File: src/rtl/warp_issue_scoreboard.sv
// warp_issue_scoreboard
//   Tracks per-thread occupancy of every warp, registers a per-warp readiness
//   vector and issues one warp at a time through a round-robin arbiter with a
//   valid/ready handshake.
//
//   Ports
//     clk, rst_n         clock, asynchronous active-low reset
//     instr_valid/mask   per-warp pending instruction from the instruction buffer
//     instr_pop          one-hot pop pulse to the buffer, asserted in the fire cycle
//     issue_valid/ready  issue handshake towards the execution lanes
//     issue_warp/mask    offered warp and its thread-group mask (held while valid)
//     cmpl_valid/warp/mask  completion event that frees thread groups
//     ready_warps        registered readiness vector (1-cycle latency)
//     busy_threads       scoreboard, warp w at [w*THREADS_PER_WARP +: THREADS_PER_WARP]
//     err_spurious       sticky: completion of a non-busy thread or a bad warp id

// Per-warp readiness: pending instruction whose decoded threads are all idle.
module wis_lane #(
   parameter int TPW = 8,
   parameter int GS  = 2,
   parameter int MW  = TPW/GS
) (
   input  logic           valid,
   input  logic [MW-1:0]  mask,
   input  logic [TPW-1:0] busy,
   output logic           rdy
);
   logic [TPW-1:0] dec;

   always_comb begin
      dec = '0;
      for (int k = 0; k < MW; k++) dec[k*GS +: GS] = {GS{mask[k]}};
   end

   assign rdy = valid && ((dec & busy) == '0);
endmodule

module warp_issue_scoreboard #(
   parameter  int NUM_WARPS        = 4,
   parameter  int THREADS_PER_WARP = 8,
   parameter  int GROUP_SIZE       = 2,
   localparam int MASK_W           = THREADS_PER_WARP/GROUP_SIZE,
   localparam int WID_W            = $clog2(NUM_WARPS)
) (
   input  logic                                 clk,
   input  logic                                 rst_n,
   input  logic [NUM_WARPS-1:0]                 instr_valid,
   input  logic [NUM_WARPS-1:0][MASK_W-1:0]     instr_mask,
   output logic [NUM_WARPS-1:0]                 instr_pop,
   output logic                                 issue_valid,
   input  logic                                 issue_ready,
   output logic [WID_W-1:0]                     issue_warp,
   output logic [MASK_W-1:0]                    issue_mask,
   input  logic                                 cmpl_valid,
   input  logic [WID_W-1:0]                     cmpl_warp,
   input  logic [MASK_W-1:0]                    cmpl_mask,
   output logic [NUM_WARPS-1:0]                 ready_warps,
   output logic [NUM_WARPS*THREADS_PER_WARP-1:0] busy_threads,
   output logic                                 err_spurious
);
   localparam int TPW = THREADS_PER_WARP;

   typedef enum logic {IDLE, OFFER} state_t;

   state_t                        state_q, state_d;
   logic [WID_W-1:0]              rr_q, rr_d, ptr_inc, wsel;
   logic [NUM_WARPS-1:0][TPW-1:0] busy_q, busy_d, set_v, clr_v;
   logic [NUM_WARPS-1:0]          rdy_c, rdy_x, own;
   logic                          fire, load, spur, cw_ok;

   function automatic logic [TPW-1:0] decode(input logic [MASK_W-1:0] m);
      logic [TPW-1:0] d;
      d = '0;
      for (int k = 0; k < MASK_W; k++) d[k*GROUP_SIZE +: GROUP_SIZE] = {GROUP_SIZE{m[k]}};
      return d;
   endfunction

   // First requester at or after ptr (wrapping). Scanning downwards lets the
   // nearest candidate overwrite farther ones, so no "found" flag is needed.
   function automatic logic [WID_W-1:0] rr_pick(input logic [NUM_WARPS-1:0] req,
                                                input logic [WID_W-1:0]     ptr);
      logic [WID_W-1:0] w;
      int               idx;
      w = '0;
      for (int i = NUM_WARPS-1; i >= 0; i--) begin
         idx = (int'(ptr) + i) % NUM_WARPS;
         if (req[idx]) w = WID_W'(idx);
      end
      return w;
   endfunction

   for (genvar w = 0; w < NUM_WARPS; w++) begin : g_lane
      wis_lane #(.TPW(TPW), .GS(GROUP_SIZE), .MW(MASK_W)) u_lane (
         .valid (instr_valid[w]),
         .mask  (instr_mask[w]),
         .busy  (busy_q[w]),
         .rdy   (rdy_c[w])
      );
   end

   assign issue_valid  = (state_q == OFFER);
   assign fire         = issue_valid && issue_ready;
   assign own          = NUM_WARPS'(1) << issue_warp;
   assign instr_pop    = fire ? own : '0;
   assign ptr_inc      = (issue_warp == WID_W'(NUM_WARPS-1)) ? '0 : issue_warp + 1'b1;
   assign busy_threads = busy_q;

   // Arbiter / offer FSM. After a fire the fired warp is masked out because its
   // buffer entry is being popped this very edge.
   always_comb begin
      state_d = state_q;
      rr_d    = rr_q;
      wsel    = issue_warp;
      load    = 1'b0;
      rdy_x   = rdy_c;
      case (state_q)
         IDLE: if (|rdy_c) begin
            load    = 1'b1;
            wsel    = rr_pick(rdy_c, rr_q);
            state_d = OFFER;
         end
         OFFER: if (fire) begin
            rr_d  = ptr_inc;
            rdy_x = rdy_c & ~own;
            if (|rdy_x) begin
               load = 1'b1;
               wsel = rr_pick(rdy_x, ptr_inc);
            end else begin
               state_d = IDLE;
            end
         end
         default: state_d = IDLE;
      endcase
   end

   // Scoreboard update: clear on completion, set on fire; set wins on overlap.
   always_comb begin
      set_v = '0;
      clr_v = '0;
      spur  = 1'b0;
      cw_ok = 1'b0;
      for (int w = 0; w < NUM_WARPS; w++) if (cmpl_warp == WID_W'(w)) cw_ok = 1'b1;
      if (fire) set_v[issue_warp] = decode(issue_mask);
      if (cmpl_valid) begin
         if (cw_ok) begin
            clr_v[cmpl_warp] = decode(cmpl_mask);
            spur = |(clr_v[cmpl_warp] & ~busy_q[cmpl_warp]);
         end else begin
            spur = 1'b1;
         end
      end
      busy_d = (busy_q & ~clr_v) | set_v;
   end

   always_ff @(posedge clk or negedge rst_n) begin
      if (!rst_n) begin
         state_q      <= IDLE;
         rr_q         <= '0;
         issue_warp   <= '0;
         issue_mask   <= '0;
         busy_q       <= '0;
         ready_warps  <= '0;
         err_spurious <= 1'b0;
      end else begin
         state_q     <= state_d;
         rr_q        <= rr_d;
         busy_q      <= busy_d;
         ready_warps <= rdy_c;
         if (spur) err_spurious <= 1'b1;
         if (load) begin
            issue_warp <= wsel;
            issue_mask <= instr_mask[wsel];
         end
      end
   end
endmodule
File: config.mk
export PLATFORM = sky130hd
export DESIGN_NAME = warp_issue_scoreboard
export DESIGN_NICKNAME = d
export VERILOG_FILES = /design/src/rtl/warp_issue_scoreboard.sv
export SDC_FILE = /design/constraint.sdc
export NUM_CORES = 1
export LEC_CHECK = 0
export ABC_AREA = 0
export CAP_MARGIN = 40
export CELL_PAD_IN_SITES_DETAIL_PLACEMENT = 0
export CELL_PAD_IN_SITES_GLOBAL_PLACEMENT = 1
export CORE_MARGIN = 3
export CORE_UTILIZATION = 30
export DETAILED_ROUTE_END_ITERATION = 10
export PLACE_DENSITY = 0.81
export SETUP_SLACK_MARGIN = 0.15
export SYNTH_ARGS = -nofsm -noshare
export SYNTH_HDL_FRONTEND = slang
export SYNTH_SLANG_ARGS = --single-unit
export TNS_END_PERCENT = 10
File: constraint.sdc
create_clock -name clk -period 3.75 [get_ports clk]
set_input_delay 0.75 -clock clk [delete_from_list [all_inputs] [get_ports clk]]
set_output_delay 0.75 -clock clk [all_outputs]
set_load 0.005 [all_outputs]
Word level (Yosys, flattened, before mapping)
Index checks and enable logic that the tools add are counted.
{"block": "totals", "register_bits": 46, "in_bits": 30, "output_inout_bits": 48, "elab_cells": 138}
{"block": "op_classes", "addsub": 7, "n_lt_le_gt_ge": 13, "eq_ne": 4, "shifts": 1, "muxes": 61, "bitwise": 20, "n_reduce_logical": 22}
{"operator": "$and 32x32->32", "count": 3}
{"operator": "$mux 32", "count": 3}
{"operator": "$and 8x8->8", "count": 5}
{"operator": "$bmux 8 s2", "count": 2}
{"operator": "$demux 8 s2", "count": 2}
{"operator": "$logic_not 8->1", "count": 4}
{"operator": "$mux 8", "count": 4}
{"operator": "$not 32->32", "count": 1}
{"operator": "$or 32x32->32", "count": 1}
{"operator": "$lt 3x4->1 const B", "count": 6}
{"operator": "$mux 1", "count": 24}
{"operator": "$mux 2", "count": 12}
{"operator": "$bmux 1 s2", "count": 8}
{"operator": "$lt 2x3->1 const B", "count": 5}
{"operator": "$reduce_or 2->1", "count": 6}
{"operator": "$add 2x2->2 const B", "count": 4}
{"operator": "$bmux 4 s2", "count": 1}
{"operator": "$mux 4", "count": 2}
{"operator": "$not 8->8", "count": 1}
{"operator": "$reduce_or 4->1", "count": 2}
{"operator": "$reduce_or 8->1", "count": 1}
{"operator": "$logic_and 1x1->1", "count": 7}
{"operator": "$add 2x1->2 const B", "count": 3}
{"operator": "$and 1x1->1 const A", "count": 6}
{"operator": "11 further kinds", "count": 15}

Longest topological paths before layout
Gate-level depths: netlist of run 1.
{"block": "depth", "depth_word": 17, "depth_mapped": 12, "depth_no_buf": 10}

Cells and area by module
A second synthesis of run 1 with hierarchy kept.
{"block": "hier_totals", "hier_cells": 269, "area_unflattened_um2": 2576.2}
{"mod": "warp_issue_scoreboard", "n_inst": 1, "cells_per_inst": 241, "area_each_um2": 2446.1, "seq_area_each_um2": 1151.1}
{"mod": "wis_lane", "n_inst": 4, "cells_per_inst": 7, "area_each_um2": 32.5, "seq_area_each_um2": 0.0}

Least setup slack after synthesis of run 1
No wires, ideal clock.
{"block": "synth_timing", "path_kind": "input port to flip-flop", "from": "in instr_mask[2] (netlist name)", "to": "reg issue_mask[0]", "setup_time_ps": 104, "t_arrival_ps": 2481, "t_required_ps": 3646, "setup_slack_ps": 1165, "cell_stages": 11, "n_path_buf": 1, "path_cell_list": "o21ai_1 -> nand4_1 -> or2_1 -> clkinv_1 -> nor4_1 -> o22ai_2 -> o32ai_1 -> a211oi_2 -> buf_6 -> mux2i_1 -> a221oi_1"}
{"block": "synth_between", "elab_chain_cells": 16, "word_cells_on_any_way": 46, "classes_between": "mux: 40; bitwise: 2; reduce/logical: 4"}
{"element": "from (decl)", "line_no": "48", "text": "input logic [NUM_WARPS-1:0][MASK_W-1:0] instr_mask,"}
{"element": "$and 8x8->8 *", "line_no": "35", "text": "assign rdy = valid && ((dec & busy) == '0);"}
{"element": "$logic_not 8->1 *", "line_no": "35"}
{"element": "$logic_and 1x1->1 *", "line_no": "35"}
{"element": "net g_lane[0].u_lane.rdy", "line_no": "26", "text": "output logic rdy"}
{"element": "$and 4x4->4", "line_no": "124", "text": "rdy_x = rdy_c & ~own;"}
{"element": "$bmux 1 s2", "line_no": "87", "text": "if (req[idx]) w = WID_W'(idx);"}
{"element": "$mux 1 (not written as such) (2 in series)", "line_no": "87"}
{"element": "$mux 2 (4 in series)", "line_no": "87"}
{"element": "$mux 2", "line_no": "125", "text": "if (|rdy_x) begin"}
{"element": "$mux 2", "line_no": "122", "text": "OFFER: if (fire) begin"}
{"element": "$pmux 2 s2", "line_no": "116", "text": "case (state_q)"}
{"element": "$bmux 4 s2", "line_no": "172", "text": "issue_mask <= instr_mask[wsel];"}
{"element": "$mux 4 (not written as such)", "line_no": "172"}
{"element": "to (signal assigned)", "line_no": "172"}
{"element": "to (decl)", "line_no": "53", "text": "output logic [MASK_W-1:0] issue_mask,"}
Mark *: on every way through the listed nets, which the timed path passes. The rest lies on a longest branch. The select of a mux whose other input is x is not followed.
A chain may end at the register's enable or synchronous reset.

Final worst setup path of run 1
{"block": "layout_timing", "from": "in instr_mask[1] (netlist name)", "to": "reg issue_mask[1]"}
Same word-level chain as after synthesis.

==> results of run 1 <==
-- area by class of cell --
class | count | area share [%]
inverter | 10 | 1.198
clock buffer | 7 | 2.149
clock inverter | 1 | 0.8457
sequential | 46 | 32.42
tap | 102 | 3.594
multi-input combinational | 186 | 35.62
timing repair buffer | 86 | 24.17
-- stage by stage --
stage	worst slack, ns	hold slack, ns	power, W	cells
after CTS	0.4616	0.4317	0.003029	438
after floorplan	1.165	0.4510	0.001819	258
final	0.4275	0.4285	0.003020	438
after global placement	0.2689	0.4478	0.002647	429
after detailed placement	0.1549	0.4442	0.002649	430
after global routing	0.2298	0.4484	0.003216	438
-- final timing paths --
kind                       slack (ns)  cells past startpoint                      start                    endpoint
min in group clk                 0.47                      1   err_spurious$_DFFE_PN0P_    err_spurious$_DFFE_PN0P_
hold reg to reg                  0.47                      1   err_spurious$_DFFE_PN0P_    err_spurious$_DFFE_PN0P_
setup reg to reg                 0.91                     11  issue_warp[0]$_DFFE_PN0P_   issue_mask[1]$_DFFE_PN0P_
max in group asynchronous        2.80                      2                      rst_n       issue_valid$_DFF_PN0_
hold / removal                   0.43                      1                      rst_n  busy_threads[25]$_DFF_PN0_
setup / recovery                 0.43                     12              instr_mask[1]   issue_mask[1]$_DFFE_PN0P_
-- cell families (layout without fill, tap and decap cells) --
family	Yosys count	after routing	synth area share (%)
compound gates	91	91	27.06
simple gates	78	78	15.65
flops	46	46	45.43
buf+inv	26	104	4.642
mux	12	12	4.889
fa+ha+maj	4	4	1.975
xor+xnor	1	1	0.3457
-- registers in the layout, indices dropped and copies added, names as in the netlist --
register      cells
busy_threads     32
issue_mask        4
ready_warps       4
issue_warp        2
rr_q              2
err_spurious      1
issue_valid       1
-- critical path, stage by stage --
cell and delay, ns:
clkdlybuf4s50_1 0.52, o21ai_1 0.09, nand4_1 0.16, or2_1 0.23, clkinv_1 0.11, nor4_1 0.52, o22ai_2 0.23, o32ai_1 0.20
a211oi_2 0.09, buf_12 0.18, mux2i_1 0.12, a221oi_1 0.30
-- power by group --
group | switching [W] | internal, W | leakage [nW]
clock | 0.000171 | 0.000200 | 0.0524
combinational | 0.000675 | 0.000903 | 0.898
sequential | 0.000341 | 0.000731 | 0.560
-- layout by cell type, fill, tap and decap left out, types with 2 or more instances in the layout --
cell type	netlist	final
o21ai_1	16	16
clkdlybuf4s50_1	0	76
o32ai_1	2	2
nand2_1	14	14
nor4_1	2	2
nor2_2	3	3
ha_1	4	4
buf_4	0	7
mux2_2	3	3
a221oi_1	5	5
a22oi_1	2	2
mux2i_1	9	9
o21ai_0	13	13
clkbuf_1	10	2
nand3_1	23	23
inv_1	6	6
nor2b_1	2	2
a21oi_1	5	5
clkbuf_8	0	5
a22o_1	32	32
nor3_1	3	3
dfrtp_1	46	46
nor2_1	11	11
nand2b_1	2	2
o211ai_1	4	4
nand4_1	8	8
clkinv_1	2	2
buf_12	0	2
or2_1	3	3
and3_1	4	4
-- metal layers --
metal	vias to the layer above	track usage [%]	part of all wire, %
li1	1136	-	-
met1	1189	24.32	43
met2	115	28.43	48
met3	16	3.500	6.6
met4	0	5.644	2.4
met5	-	0	0
==> impl_results.md, run 1 <==
- Post-Synthesis Cells: 258
- Main synth FF type: dfrtp_1
- Max Clock Skew: 0.01054 ns
- CP Launch Type: input port
- Post-route setup TNS: 0 ns
- Drt drc: 0
- Clock transition at path regs: 0.09 ns
- Outcome: complete, no violations
- First-pass GRT wire length: 13620 µm
- Sequential share of the synthesized area: 45.43%
- HPWL reported at the end of detailed placement: 6646 µm
- Synth cell types: 46
- Hold_buf cts: 0
- Largest area contributor in the netlist: dfrtp_1
- Clock Sinks: 46
- Die Ht: 97.90 µm
- Clock tree buffer depth: 2
- RSZ-0062 raised after global routing: no
- CTS Buf Count: 5
- Util after Layout: 44.57%
- Critical Path RT: 3.94 ns
- Leakage: 1.510 nW
- DR WL/cell: 19.60 µm
- Slew headroom: 49.16%
- Cell Area, Placed: 3445 µm²
- Synth async-reset ratio: 100.0%
- Synthesis Warnings: 0
- 1st-pass router iterations: 4
- Hold Path Class: in2async
- Mapped Nets: 292
- Initial Util: 31.80%
- Final period utilization: 88.60%
- Core footprint: 7968 µm²
- Via-to-Cell Ratio: 5.607
- DR iter-0 viols: 152
- Max Fanout on Critical Path: 9
- Crit path capture type: register
- Layout cells sized above 1: 8.333%
- Largest cells by area after synthesis: dfrtp_1, a22o_1, nand3_1
- Sequential cell area: 1151 µm²
- Clk Latency, worst-skew pair: 0.30 ns
- Most numerous cell in the Yosys netlist: dfrtp_1
- DR vias: 2456
- Initial antenna violation count: 0
- Largest net degree at the start of global routing: 26
- Post-synth EDFFs: 0
- Worst Path Class, Setup: in2reg
- Hold Vio Cnt, Final: 0
- Area grow syn2layout: 40.15%
- Std cell rows: 32
- Pwr per Cell Area: 850.5 nW/µm²
- PortBufs: 77
- Mapped Avg Cell Area: 9.820 µm²
- Min Clock Period, post-route: 3.322 ns
- Cts repair resizes: 0
- Fillers: 755
- Die W: 97.90 µm
- Pins Over Slew Limit: 0
- Max-Cap Viols: 0
- Worst slew pin tran: 0.7602 ns
- Post-CTS Setup Bufs: 0
- Gr usage total: 17.80%
- Post-Syn Area: 2534 µm²
- DIE AREA: 9584 µm²
- Grt ovf: 0
- CTS tree: yes
- Final ANT Viol Nets: 0
- Cell area after layout: 3551 µm²
- Commonest cells in the netlist: dfrtp_1, a22o_1, nand3_1, o21ai_1, nand2_1
- Final setup viols: 0
- Nets@finish: 369
- Ant. Diodes: 0
- Fmax: 301.0 MHz
- Vias in the first global route: 2484
- #FFs+latches synth: 46
- Top-level port count: 78
- Top-area cell type share of the netlist area: 45.43%
- Final Routed Wirelength: 8586 µm
- H-tree depth: 2
- Max VDD drop: 369.0 µV
- Clk root buf: clkbuf_8
- Placer Congestion: 0.8701
- Multi-input gate area: 1265 µm²
- Worst Path Arrival: 3.51 ns
Note: power is estimated with default switching activity, not from simulation.
==> inputs of run 2 (changes only) <==
ABC_AREA = 1   (was 0)
PLACE_DENSITY = 0.82   (was 0.81)
==> run 2 against run 1 <==
  * Final area rose by 16%
  * Via count rose by 23%
  * Non-clock buffer count fell by 5
  * Register-to-register slack improved by 0.27 ns
  * Combinational power rose by 36%
  * Sequential share of layout area fell by 4.4 points
  * Hold slack got worse by 0.10 ns
  * Clock power rose by 3%
  * Critical path type is now in2out
  * Largest cell class unchanged
  * Largest power group unchanged
==> impl_results.md, run 2 <==
- Nets@finish: 531
- CP max stage delay: 0.60 ns
- Clock transition at path regs: 0.09 ns
- Hold Vio Cnt, Final: 0
- H-tree depth: 2
- Crit path max-delay cell type: clkdlybuf4s50_1
- Synth cell types: 30
- Std cell rows: 36
- PortBufs: 77
- Slew headroom: 60.41%
- DIE AREA: 11330 µm²
- Largest net degree at the start of global routing: 35
- Compound-Gate Fraction of Synth Area: 13.27%
- Cell-by-cell trace of the critical path: clkdlybuf4s50_1 > nand2_1 > nor2_1 > clkdlybuf4s50_1
- Cell Area, Placed: 3994 µm²
- Hold Path Class: in2async
- Sequential share of the synthesized area: 38.03%
- Commonest non-fill, non-tap cell in the layout: nand2_1
- Synth Area in XOR/XNOR: 0%
- Final setup viols: 0
- HPWL reported at the end of detailed placement: 7730 µm
- Largest cells by area after synthesis: dfrtp_1, nand2_1, inv_1
- Max VDD drop: 335.5 µV
- DR vias: 3018
- Synth async-reset ratio: 100.0%
- Tot Pwr: 0.003522 W
- Worst Path Arrival: 2.41 ns
- Simple-gate area share of the yosys netlist: 38.69%
- Clock Sinks: 46
- Worst Path Class, Setup: in2out
- Max Clock Skew: 0.003704 ns
- Clk root buf: clkbuf_8
- Max Fanout on Critical Path: 8
- Commonest cells after routing, fill and taps aside: nand2_1, clkdlybuf4s50_1, inv_1, dfrtp_1, o21ai_0
- Pre-CTS setup slack: 0.6036 ns
- Most numerous cell in the Yosys netlist: nand2_1
- Die Ht: 106.4 µm
- CTS tree: yes
- Post-synthesis mux area share: 0%
- Post-Syn Area: 3027 µm²
- Initial antenna violation count: 0
- Main synth FF type: dfrtp_1
- Cell area after layout: 4106 µm²
- Max-Cap Viols: 0
- Final Non-Filler Cells: 631
- Hold_buf cts: 0
- Leakage: 1.971 nW
- Placer Congestion: 0.8503
- Core footprint: 9774 µm²
- Gr usage total: 17.38%
- Synthesis Warnings: 0
- Min Clock Period, post-route: 3.156 ns
- Drt drc: 0
- RSZ-0062 raised after global routing: no
- Top-area cell type share of the netlist area: 38.03%
- Worst Path Buf+Inv: 2
- Initial Util: 30.97%
- DR iter-0 viols: 121
- Vias in the first global route: 3065
- Grt ovf: 0
- Mapped Avg Cell Area: 7.364 µm²
- Post-route setup TNS: 0 ns
- # placed instances: 623
- First-pass GRT wire length: 15730 µm
- Area grow syn2layout: 35.68%
- Commonest cells in the netlist: nand2_1, inv_1, dfrtp_1, o21ai_0, nand3_1
- Final worst slack: 0.5944 ns
- Kind of cell adding the most delay to the critical path: buffers and inverters
- Largest register FFs: 32
- Layout cells sized above 1: 14.86%
- #FFs+latches synth: 46
- Pwr per Cell Area: 857.7 nW/µm²
- CTS Buf Count: 5
- DR WL/cell: 15.13 µm
- Largest area contributor in the netlist: dfrtp_1
- Final period utilization: 84.15%
- Largest family of logic cells by synthesized area: simple AND/OR/NAND/NOR gates
- Final Routed Wirelength: 9550 µm
- Die W: 106.4 µm
- Via-to-Cell Ratio: 4.783
- Outcome: complete, no violations
- Final ANT Viol Nets: 0
- Top-level port count: 78
- Most used cell, CP: clkdlybuf4s50_1
- Worst slew pin tran: 0.5917 ns
- Critical Path RT: 3.00 ns
- Post-synth EDFFs: 0
- Mapped Nets: 445
- Post-Synthesis Cells: 411
- Pins Over Slew Limit: 0
- Synth Area in Adders: 1.654%
- Post-CTS Setup Bufs: 0
- Fmax: 316.9 MHz
- 1st-pass router iterations: 5
- Crit path capture type: output pin
- Clock tree buffer depth: 2
- Clk Latency, worst-skew pair: 0.30 ns
- Cts repair resizes: 0
- CP Launch Type: input port
- Ant. Diodes: 0
[run 2: where the power goes]
part	internal, W	switching (W)	total [W]
registers	0.000721	0.000268	0.000989
logic	0.000934	0.00122	0.00215
clock network	0.000200	0.000183	0.000383
[run 2: final timing paths]
kind	start	end	slack, ns	cells past startpoint
worst max-delay path	issue_ready	instr_pop[3]	0.59	4
worst min-delay path	rst_n	busy_threads[11]$_DFF_PN0_	0.33	1
worst max register to register	issue_warp[0]$_DFFE_PN0P_	issue_mask[3]$_DFFE_PN0P_	1.18	18
worst min register to register	err_spurious$_DFFE_PN0P_	err_spurious$_DFFE_PN0P_	0.50	2
max in group asynchronous	rst_n	ready_warps[0]$_DFF_PN0_	2.94	2
min in group clk	err_spurious$_DFFE_PN0P_	err_spurious$_DFFE_PN0P_	0.50	2
[run 2: per-stage QoR]
stage / hold WS [ns] / util, %
6_report: 0.3281 / 42.01
5_1_grt: 0.3314 / 42.01
4_1_cts: 0.3256 / 42.01
3_5_place_dp: 0.4621 / 40.86
3_3_place_gp: 0.4465 / 40.66
2_1_floorplan: 0.4544 / -
[run 2: layer usage]
layer,part of all wire [%],GRT usage (%)
met2,46,28.37
met4,0.79,3.196
met5,0,0
met3,6.6,2.672
met1,47,24.64
[run 2: cell families (layout without fill, tap and decap cells)]
kind of cell / after synthesis / count (layout)
DFF: 46 / 46
and+or+nand+nor: 229 / 229
adders and majority gates: 4 / 4
AOI/OAI and AO/OA: 66 / 66
buffers and inverters: 66 / 153
[run 2: area by class of cell]
class	instances	area, µm²
clock buffers	5	68.82
inverters	64	245.2
fillers	1024	5668
well taps	133	166.4
multi-input cells	299	1623
repair buffers	81	808.3
clock inverters	3	43.79
flip-flops and latches	46	1151
[run 2: worst reg2reg max path: stages, from the launching register on]
cell,delay [ns]
dfrtp_1,0.59
inv_1,0.12
ha_1,0.39
inv_1,0.19
nor2_4,0.07
nor2_4,0.12
inv_2,0.05
nand3_2,0.07
nand2_2,0.06
nand2_2,0.09
nand3_2,0.08
nand3_4,0.11
nand2_8,0.08
nand2_4,0.14
nand2_1,0.06
nand3_1,0.08
nand2_1,0.06
nand2_1,0.05
nand2_1,0.05
